--- config.mk ---
export PLATFORM = sky130hd
export DESIGN_NAME = alu_req_responder_flat
export DESIGN_NICKNAME = d
export VERILOG_FILES = /design/src/rtl/alu_pkg.sv /design/src/rtl/alu_req_responder_if.sv /design/src/rtl/alu_core.sv /design/src/rtl/alu_req_responder.sv /design/src/flat_wrapper.sv
export SDC_FILE = /design/constraint.sdc
export NUM_CORES = 1
export LEC_CHECK = 0
export CORE_AREA = 2 2 115 117
export DETAILED_ROUTE_END_ITERATION = 10
export DIE_AREA = 0 0 117 119
export HOLD_SLACK_MARGIN = 0.08
export MAX_ROUTING_LAYER = met4
export RECOVER_POWER = 25
export SYNTH_ARGS = -nofsm -noshare
export SYNTH_HDL_FRONTEND = slang
export SYNTH_SLANG_ARGS = --single-unit
--- constraint.sdc ---
create_clock -name clk -period 1.64 [get_ports clk]
set_input_delay 0.164 -clock clk [delete_from_list [all_inputs] [get_ports clk]]
set_output_delay 0.164 -clock clk [all_outputs]
set_load 0.01 [all_outputs]
--- src/rtl/alu_pkg.sv ---
// Shared types and sizing for the ALU request/response front-end.
// ALU_MUL_EN adds the OP_MUL opcode and the EXEC state used by the sequential multiplier.
package alu_pkg;

  localparam int WIDTH = 16;
  localparam int OP_W  = 4;
  localparam int CNT_W = $clog2(WIDTH);

  typedef enum logic [OP_W-1:0] {
    OP_ADD = 4'd0,
    OP_SUB = 4'd1,
    OP_AND = 4'd2,
    OP_OR  = 4'd3,
    OP_XOR = 4'd4,
    OP_NOT = 4'd5,
    OP_MUL = 4'd6
  } op_e;

  typedef enum logic [1:0] {
    ST_IDLE = 2'd0,
`ifdef ALU_MUL_EN
    ST_EXEC = 2'd2,
`endif
    ST_RESP = 2'd1
  } state_e;

endpackage

--- src/rtl/alu_req_responder_if.sv ---
// Command/response bundle between an ALU command issuer (master) and the responder (slave).
interface alu_req_responder_if
  import alu_pkg::*;
#(
  parameter int IF_WIDTH = WIDTH,
  parameter int IF_OP_W  = OP_W
);

  logic                req_valid;
  logic                req_ready;
  logic [IF_OP_W-1:0]  req_op;
  logic [IF_WIDTH-1:0] req_a;
  logic [IF_WIDTH-1:0] req_b;
  logic                req_cin;
  logic                req_bin;
  logic                rsp_valid;
  logic                rsp_ready;
  logic [IF_WIDTH-1:0] rsp_result;
  logic                rsp_carry;
  logic                rsp_zero;
  logic                rsp_err;

  modport master (
    output req_valid, req_op, req_a, req_b, req_cin, req_bin, rsp_ready,
    input  req_ready, rsp_valid, rsp_result, rsp_carry, rsp_zero, rsp_err
  );

  modport slave (
    input  req_valid, req_op, req_a, req_b, req_cin, req_bin, rsp_ready,
    output req_ready, rsp_valid, rsp_result, rsp_carry, rsp_zero, rsp_err
  );

endinterface

--- src/rtl/alu_core.sv ---
// Combinational single-cycle ALU operations with carry/borrow and illegal-opcode flag.
// With ALU_MUL_EN, OP_MUL is legal here but produces no result; the top's multiplier handles it.
module alu_core
  import alu_pkg::*;
(
  input  logic [OP_W-1:0]  op,
  input  logic [WIDTH-1:0] a,
  input  logic [WIDTH-1:0] b,
  input  logic             cin,
  input  logic             bin,
  output logic [WIDTH-1:0] result,
  output logic             carry,
  output logic             err
);

  logic [WIDTH:0] sum;
  logic [WIDTH:0] diff;

  // Extra top bit of the WIDTH+1 arithmetic is the carry-out / borrow-out.
  always_comb begin
    sum    = {1'b0, a} + {1'b0, b} + {{WIDTH{1'b0}}, cin};
    diff   = {1'b0, a} - {1'b0, b} - {{WIDTH{1'b0}}, bin};
    result = '0;
    carry  = 1'b0;
    err    = 1'b0;
    case (op_e'(op))
      OP_ADD: begin
        result = sum[WIDTH-1:0];
        carry  = sum[WIDTH];
      end
      OP_SUB: begin
        result = diff[WIDTH-1:0];
        carry  = diff[WIDTH];
      end
      OP_AND: result = a & b;
      OP_OR:  result = a | b;
      OP_XOR: result = a ^ b;
      OP_NOT: result = ~a;
`ifdef ALU_MUL_EN
      OP_MUL: result = '0;
`endif
      default: err = 1'b1;
    endcase
  end

endmodule

--- src/rtl/alu_req_responder.sv ---
// Registered valid/ready responder for the 16-bit ALU: one command in flight, result held until taken.
// ALU_MUL_EN enables OP_MUL as a WIDTH-cycle shift-add multiply through the EXEC state.
module alu_req_responder
  import alu_pkg::*;
(
  input logic                clk,
  input logic                rst_n,
  alu_req_responder_if.slave bus
);

  state_e           state;
  state_e           state_next;
  state_e           accept_state;
  logic             req_ready;
  logic             hs;
  logic             is_mul;
  logic             load_single;
  logic [WIDTH-1:0] core_result;
  logic             core_carry;
  logic             core_err;
  logic [WIDTH-1:0] result_q;
  logic             carry_q;
  logic             zero_q;
  logic             err_q;

  alu_core u_core (
    .op     (bus.req_op),
    .a      (bus.req_a),
    .b      (bus.req_b),
    .cin    (bus.req_cin),
    .bin    (bus.req_bin),
    .result (core_result),
    .carry  (core_carry),
    .err    (core_err)
  );

  // Gated by rst_n so nothing is accepted while reset is held.
  assign req_ready = rst_n & ((state == ST_IDLE) | ((state == ST_RESP) & bus.rsp_ready));
  assign hs        = bus.req_valid & req_ready;

`ifdef ALU_MUL_EN
  logic [2*WIDTH-1:0] acc;
  logic [2*WIDTH-1:0] acc_next;
  logic [2*WIDTH-1:0] mcand;
  logic [WIDTH-1:0]   mplier;
  logic [CNT_W-1:0]   cnt;
  logic               mul_done;

  assign is_mul       = (op_e'(bus.req_op) == OP_MUL);
  assign accept_state = is_mul ? ST_EXEC : ST_RESP;
  assign acc_next     = acc + (mplier[0] ? mcand : '0);
  assign mul_done     = (state == ST_EXEC) && (cnt == CNT_W'(WIDTH - 1));

  // One partial product per EXEC cycle; the last one is folded straight into the response.
  always_ff @(posedge clk or negedge rst_n) begin
    if (!rst_n) begin
      acc    <= '0;
      mcand  <= '0;
      mplier <= '0;
      cnt    <= '0;
    end else if (hs && is_mul) begin
      acc    <= '0;
      mcand  <= {{WIDTH{1'b0}}, bus.req_a};
      mplier <= bus.req_b;
      cnt    <= '0;
    end else if (state == ST_EXEC) begin
      acc    <= acc_next;
      mcand  <= mcand << 1;
      mplier <= mplier >> 1;
      cnt    <= cnt + 1'b1;
    end
  end
`else
  assign is_mul       = 1'b0;
  assign accept_state = ST_RESP;
`endif

  assign load_single = hs & ~is_mul;

  always_ff @(posedge clk or negedge rst_n) begin
    if (!rst_n) begin
      state <= ST_IDLE;
    end else begin
      state <= state_next;
    end
  end

  always_comb begin
    state_next = state;
    case (state)
      ST_IDLE: begin
        if (hs) begin
          state_next = accept_state;
        end
      end
      ST_RESP: begin
        if (hs) begin
          state_next = accept_state;
        end else if (bus.rsp_ready) begin
          state_next = ST_IDLE;
        end
      end
`ifdef ALU_MUL_EN
      ST_EXEC: begin
        if (mul_done) begin
          state_next = ST_RESP;
        end
      end
`endif
      default: state_next = ST_IDLE;
    endcase
  end

  // Response registers only load on acceptance, so they hold steady under backpressure.
  always_ff @(posedge clk or negedge rst_n) begin
    if (!rst_n) begin
      result_q <= '0;
      carry_q  <= 1'b0;
      zero_q   <= 1'b0;
      err_q    <= 1'b0;
    end else if (load_single) begin
      result_q <= core_result;
      carry_q  <= core_carry;
      zero_q   <= (core_result == '0);
      err_q    <= core_err;
`ifdef ALU_MUL_EN
    end else if (mul_done) begin
      result_q <= acc_next[WIDTH-1:0];
      carry_q  <= |acc_next[2*WIDTH-1:WIDTH];
      zero_q   <= (acc_next[WIDTH-1:0] == '0);
      err_q    <= 1'b0;
`endif
    end
  end

  assign bus.req_ready  = req_ready;
  assign bus.rsp_valid  = (state == ST_RESP);
  assign bus.rsp_result = result_q;
  assign bus.rsp_carry  = carry_q;
  assign bus.rsp_zero   = zero_q;
  assign bus.rsp_err    = err_q;

endmodule

--- src/flat_wrapper.sv ---
// flat-port wrapper written by rule: the top's interface ports become plain ports
module alu_req_responder_flat import alu_pkg::*;
  (clk, rst_n, bus_req_valid, bus_req_op, bus_req_a, bus_req_b, bus_req_cin, bus_req_bin, bus_rsp_ready, bus_req_ready, bus_rsp_valid, bus_rsp_result, bus_rsp_carry, bus_rsp_zero, bus_rsp_err);
  alu_req_responder_if bus_i ();
  input logic clk;
  input logic rst_n;
  input wire logic [$bits(bus_i.req_valid)-1:0] bus_req_valid;
  input wire logic [$bits(bus_i.req_op)-1:0] bus_req_op;
  input wire logic [$bits(bus_i.req_a)-1:0] bus_req_a;
  input wire logic [$bits(bus_i.req_b)-1:0] bus_req_b;
  input wire logic [$bits(bus_i.req_cin)-1:0] bus_req_cin;
  input wire logic [$bits(bus_i.req_bin)-1:0] bus_req_bin;
  input wire logic [$bits(bus_i.rsp_ready)-1:0] bus_rsp_ready;
  output wire logic [$bits(bus_i.req_ready)-1:0] bus_req_ready;
  output wire logic [$bits(bus_i.rsp_valid)-1:0] bus_rsp_valid;
  output wire logic [$bits(bus_i.rsp_result)-1:0] bus_rsp_result;
  output wire logic [$bits(bus_i.rsp_carry)-1:0] bus_rsp_carry;
  output wire logic [$bits(bus_i.rsp_zero)-1:0] bus_rsp_zero;
  output wire logic [$bits(bus_i.rsp_err)-1:0] bus_rsp_err;
  assign bus_i.req_valid = bus_req_valid;
  assign bus_i.req_op = bus_req_op;
  assign bus_i.req_a = bus_req_a;
  assign bus_i.req_b = bus_req_b;
  assign bus_i.req_cin = bus_req_cin;
  assign bus_i.req_bin = bus_req_bin;
  assign bus_i.rsp_ready = bus_rsp_ready;
  assign bus_req_ready = bus_i.req_ready;
  assign bus_rsp_valid = bus_i.rsp_valid;
  assign bus_rsp_result = bus_i.rsp_result;
  assign bus_rsp_carry = bus_i.rsp_carry;
  assign bus_rsp_zero = bus_i.rsp_zero;
  assign bus_rsp_err = bus_i.rsp_err;
  alu_req_responder u_core (.clk(clk), .rst_n(rst_n), .bus(bus_i));
endmodule
Yosys cells after proc, flatten, opt, wreduce, memory -nomap -nowiden --
Index checks and enable logic that the tools add are counted.
Storage, ports and cells: register bits after elaboration 21, input bits 42, output and inout port bits 21, word-level logic and storage cells 37
Cells by class: add/subtract/negate cells 4, eq/ne operators 8, muxes and demuxes 7, bitwise logic cells 8, reduce and logical (&&, ||, !) cells 5
Operator list (count):
- $pmux 16 s6 | 1
- $add 16x16->17 | 1
- $add 17x1->17 | 1
- $sub 16x16->17 | 1
- $sub 17x1->17 | 1
- $and 16x16->16 | 1
- $logic_not 16->1 | 1
- $not 16->16 | 1
- $or 16x16->16 | 1
- $xor 16x16->16 | 1
- $eq 4x2->1 const B | 2
- $eq 4x3->1 const B | 2
- $mux 2 | 3
- $reduce_or 6->1 | 1
- $eq 4x1->1 const B | 1
- $logic_not 4->1 | 1
- $pmux 2 s2 | 1
- $and 1x1->1 | 3
- $ne 3x2->1 const B | 1
- $eq 2x1->1 const B | 1
- $logic_not 2->1 | 1
- $ne 2x1->1 const B | 1
- $pmux 1 s2 | 1
- $reduce_and 2->1 | 1
- other kinds (2) | 2

Longest topological paths before layout --
word-level depth 7, gate-level depth with buffers 13, mapped depth without buffers 12

Modules after synthesis --
From an unflattened synthesis, not the netlist that was laid out.
Unflattened totals: cells, all modules 468, area total of the unflattened synthesis 3798.6 µm²
By module, submodules not included:
- alu_core | instances 1, cells an instance 417, area each 2926.6 µm², seq. area each 0.0 µm²
- alu_req_responder | instances 1, cells an instance 51, area each 872.1 µm², seq. area each 500.5 µm²

Worst setup path after synthesis --
Ideal clock, no wire load.
path type input -> register, from in bus_req_cin, to reg u_core.zero_q (netlist: u_core.bus.rsp_zero), setup time 0.092 ns, arrival 2.784 ns, required time 1.548 ns, path slack -1.236 ns, stages 8, path buffers 0, cells stage by stage fa_1 a211o_1 a2111oi_4 nor3_2 o41ai_2 mux2_1 or4b_1 o31ai_2
On the way: cells in the longest elaborated chain, start to end 3
Ends and longest elaborated chain:
- start, declared | RTL line flat_wrapper.sv:11 | input wire logic [$bits(bus_i.req_cin)-1:0] bus_req_cin;
- $add 17x1->17 | RTL line alu_core.sv:21 | sum = {1'b0, a} + {1'b0, b} + {{WIDTH{1'b0}}, cin};
- $pmux 16 s6 | RTL line alu_core.sv:26 | case (op_e'(op))
- $logic_not 16->1 | RTL line alu_req_responder.sv:124 | zero_q <= (core_result == '0);
- end signal, assigned | RTL line alu_req_responder.sv:124
- end, declared | RTL line alu_req_responder.sv:23 | logic zero_q;
No other way between the ends. A chain may end at the register's enable or synchronous reset.

Worst setup path in the final report --
Same ends and word-level chain as after synthesis.

==> out/qor.txt <==
status - complete, but fails checks
failing checks - negative setup slack
Ports - 63
Initial DRC Count - 189
Async S/R FF share, synth - 1.00
CTS tree - built
setup ws final - -1.16 ns
Synth Area in Simple Gates - 0.197
Synth Cell Area - 3700 µm²
share of layout cells above drive strength 1 - 0.500
fillers - 1,193
Cell Pwr Density - 501 nW/µm²
xor-xnor portion of the synthesized cell area - 0.0402
Max Cap Viol - 0
largest cells by area after synthesis - ha_1 21%, dfrtp_1 14%, inv_1 5.2%
CP startpoint - bus_req_cin
syn avg cell area - 7.77 µm²
dpl cells - 877
Crit Path Max Fanout - 2
pin count of the biggest net entering global routing - 21
Initial Util - 0.287
first-pass GRT wire length - 23,200 µm
DRC Markers - 0
Die W - 117 µm
CP Buf/Inv Count - 2
grt ovf - 0
Syn. warnings - 0
die area - 13,900 µm²
Cells after Synth - 476
clock tree buffer depth - 2
HP Class - input pin to asynchronous set/reset pin
setup violators final - 17
n_diodes - 0
Clk Latency, worst-skew pair - 0.25 ns
Yosys reg bits - 20
startpoint types - input pin
TritonCTS Buffers - 3
CP peak stage delay - 0.55 ns
total power - 3.52 mW
Largest delay share family, worst path - compound AO/OA/AOI/OAI gates
syn nets - 584
H-tree depth - 1
Core ar. - 12,900 µm²
Post-DP Area - 6020 µm²
mux cell area share after synthesis - 0.0200
Util after Layout - 0.546
count of final hold-check violations - 0
clock skew - 0.000873 ns
sequential element share of the synthesized area - 0.135
vias - 4,663
Critical Path RT - 1.80 ns
worst slack at placement - -1.92 ns
Slowest cell on crit path - or4b_4
# nets final - 846
WP data arrival - 2.96 ns
Max rail drop VDD - 0.334 mV
I/O Buffers - 62
Compound-Gate Fraction of Synth Area - 0.299
GRT Overall Usage - 0.212
crit end category - flop
Post-synth EDFFs - 0
GPL Wtd Cong - 0.956
Fin Hold WS - 0.185 ns
Yosys top cell by area - ha_1
ys flop type - dfrtp_1
worst-margin pin slew - 0.699 ns
Max Transition Viols Final - 0
worst rel slew slack - 0.532
Die Y - 119 µm
max frequency - 357 MHz
Seq. cell area - 500 µm²
final WL - 14,400 µm
via/cell ratio - 5.11
detailed placement HPWL - 11,300 µm
area share of fa/ha/maj cells after synthesis - 0.231
Final min period - 2.80 ns
Final TNS setup - -11.45 ns
clock net sink count - 20
Post-Layout Inst Area - 7030 µm²
CP Class - input pin to flop
wire length per cell - 15.8 µm
LEAKAGE - 3.20 nW
area of the multi-input gates - 3700 µm²
worst path cell trace - buf_6 -> fa_2 -> a211o_1 -> a2111oi_4 -> nor3_4 -> o41ai_2 -> buf_4 -> mux2_4 -> or4b_4 -> o31ai_4
non-filler instance count after layout - 912
post-synth top area share - 0.210
post-route ant nets - 0
fin crit share - 1.71
synth unique cells - 69
Clock Tree Root - clkbuf_16
FP Rows - 42
Worst R2R Start - u_core.state[0]
initial antenna violation count - 0
drt pass-1 iters - 7
unrepaired setup endpoints after global routing - yes
largest family of logic cells by synthesized area - compound AO/OA/AOI/OAI gates
Layout area overhead - 90.0%
clock transition at the registers of the reported paths - 0.05 ns
vias in the first global route - 4,746
registers in the layout, summed over array words and instances (netlist names):
| signal | cells |
|---|---|
| u_core.bus.rsp_carry | 1 |
| u_core.bus.rsp_err | 1 |
| u_core.bus.rsp_result | 16 |
| u_core.bus.rsp_zero | 1 |
| u_core.state | 1 |
cells in the mapped netlist (7+ instances only):
library cell,instances
a211oi_1,13
a21o_1,10
a21oi_1,37
clkbuf_1,18
dfrtp_1,20
ha_1,62
inv_1,51
nand2_1,37
nand3_1,9
nor2_1,29
nor3_1,13
o211ai_1,7
o21a_1,7
o21ai_0,16
o21ai_1,13
xnor2_1,12
logic make-up after synthesis:
family / Yosys count
AO/OA/AOI/OAI: 158
XOR/XNOR: 17
adder cells (fa/ha/maj): 66
buffers and inverters: 73
flip-flops: 20
multiplexers: 7
AND/OR/NAND/NOR: 135
cells in the final DEF (no fill, tap or decap), drive strengths merged, types with 4 or more instances in the layout:
cell type,count
xor2,5
mux2i,4
nand3,9
o21a,7
a21o,10
nand4,6
xnor2,12
nor2,29
nand3b,4
fa,4
a211oi,13
o221ai,4
nor3,15
o21ai,30
clkbuf,4
clkdlybuf4s15,5
ha,62
a211o,4
dfrtp,20
inv,51
o211ai,8
nand2,37
a22o,5
clkdlybuf4s50,30
buf,226
a22oi,6
and2,5
dlygate4sd2,16
o22ai,5
and3,5
a21oi,37
nand2b,4
a31oi,4
worst paths after layout:
check / endpoint / slack [ns] / depth (start not counted)
max in group asynchronous: u_core.bus.rsp_result[13] / 0.60 / 3
worst min-delay path: u_core.bus.rsp_result[2] / 0.19 / 2
worst min register to register: u_core.bus.rsp_result[9] / 0.47 / 1
min in group clk: u_core.bus.rsp_result[9] / 0.47 / 1
worst max-delay path: u_core.bus.rsp_zero / -1.16 / 10
worst max register to register: u_core.bus.rsp_zero / -0.19 / 7
where the power goes:
| group | internal, mW | switching [mW] |
|---|---|---|
| registers | 0.540 | 0.0256 |
| clock network | 0.321 | 0.162 |
| logic | 1.32 | 1.16 |
| total | 2.18 | 1.34 |
layout make-up:
cell class,instances,share of cell area
tap,176,0.0313
clock buffer,3,0.0107
multi-input combinational,383,0.526
timing repair buffer,279,0.332
inverter,51,0.0287
sequential,20,0.0712
repair_timing:
item | CTS | global route
pin swaps | 58 | 45
hold buffers | 1 | 0
endpoints found under the setup margin | 19 | 18
cloned | 1 | 0
setup buffers | 32 | 14
hold endpoints to repair | 10 | 0
resized for setup | 199 | 39
metal layers:
layer,vias up,track usage,share of wire
met5,-,-,0
met4,0,0.0441,0.015
met3,20,0.0204,0.042
met2,135,0.363,0.50
met1,2254,0.269,0.45
li1,2254,-,-
Note: power is estimated with default switching activity, not from simulation.
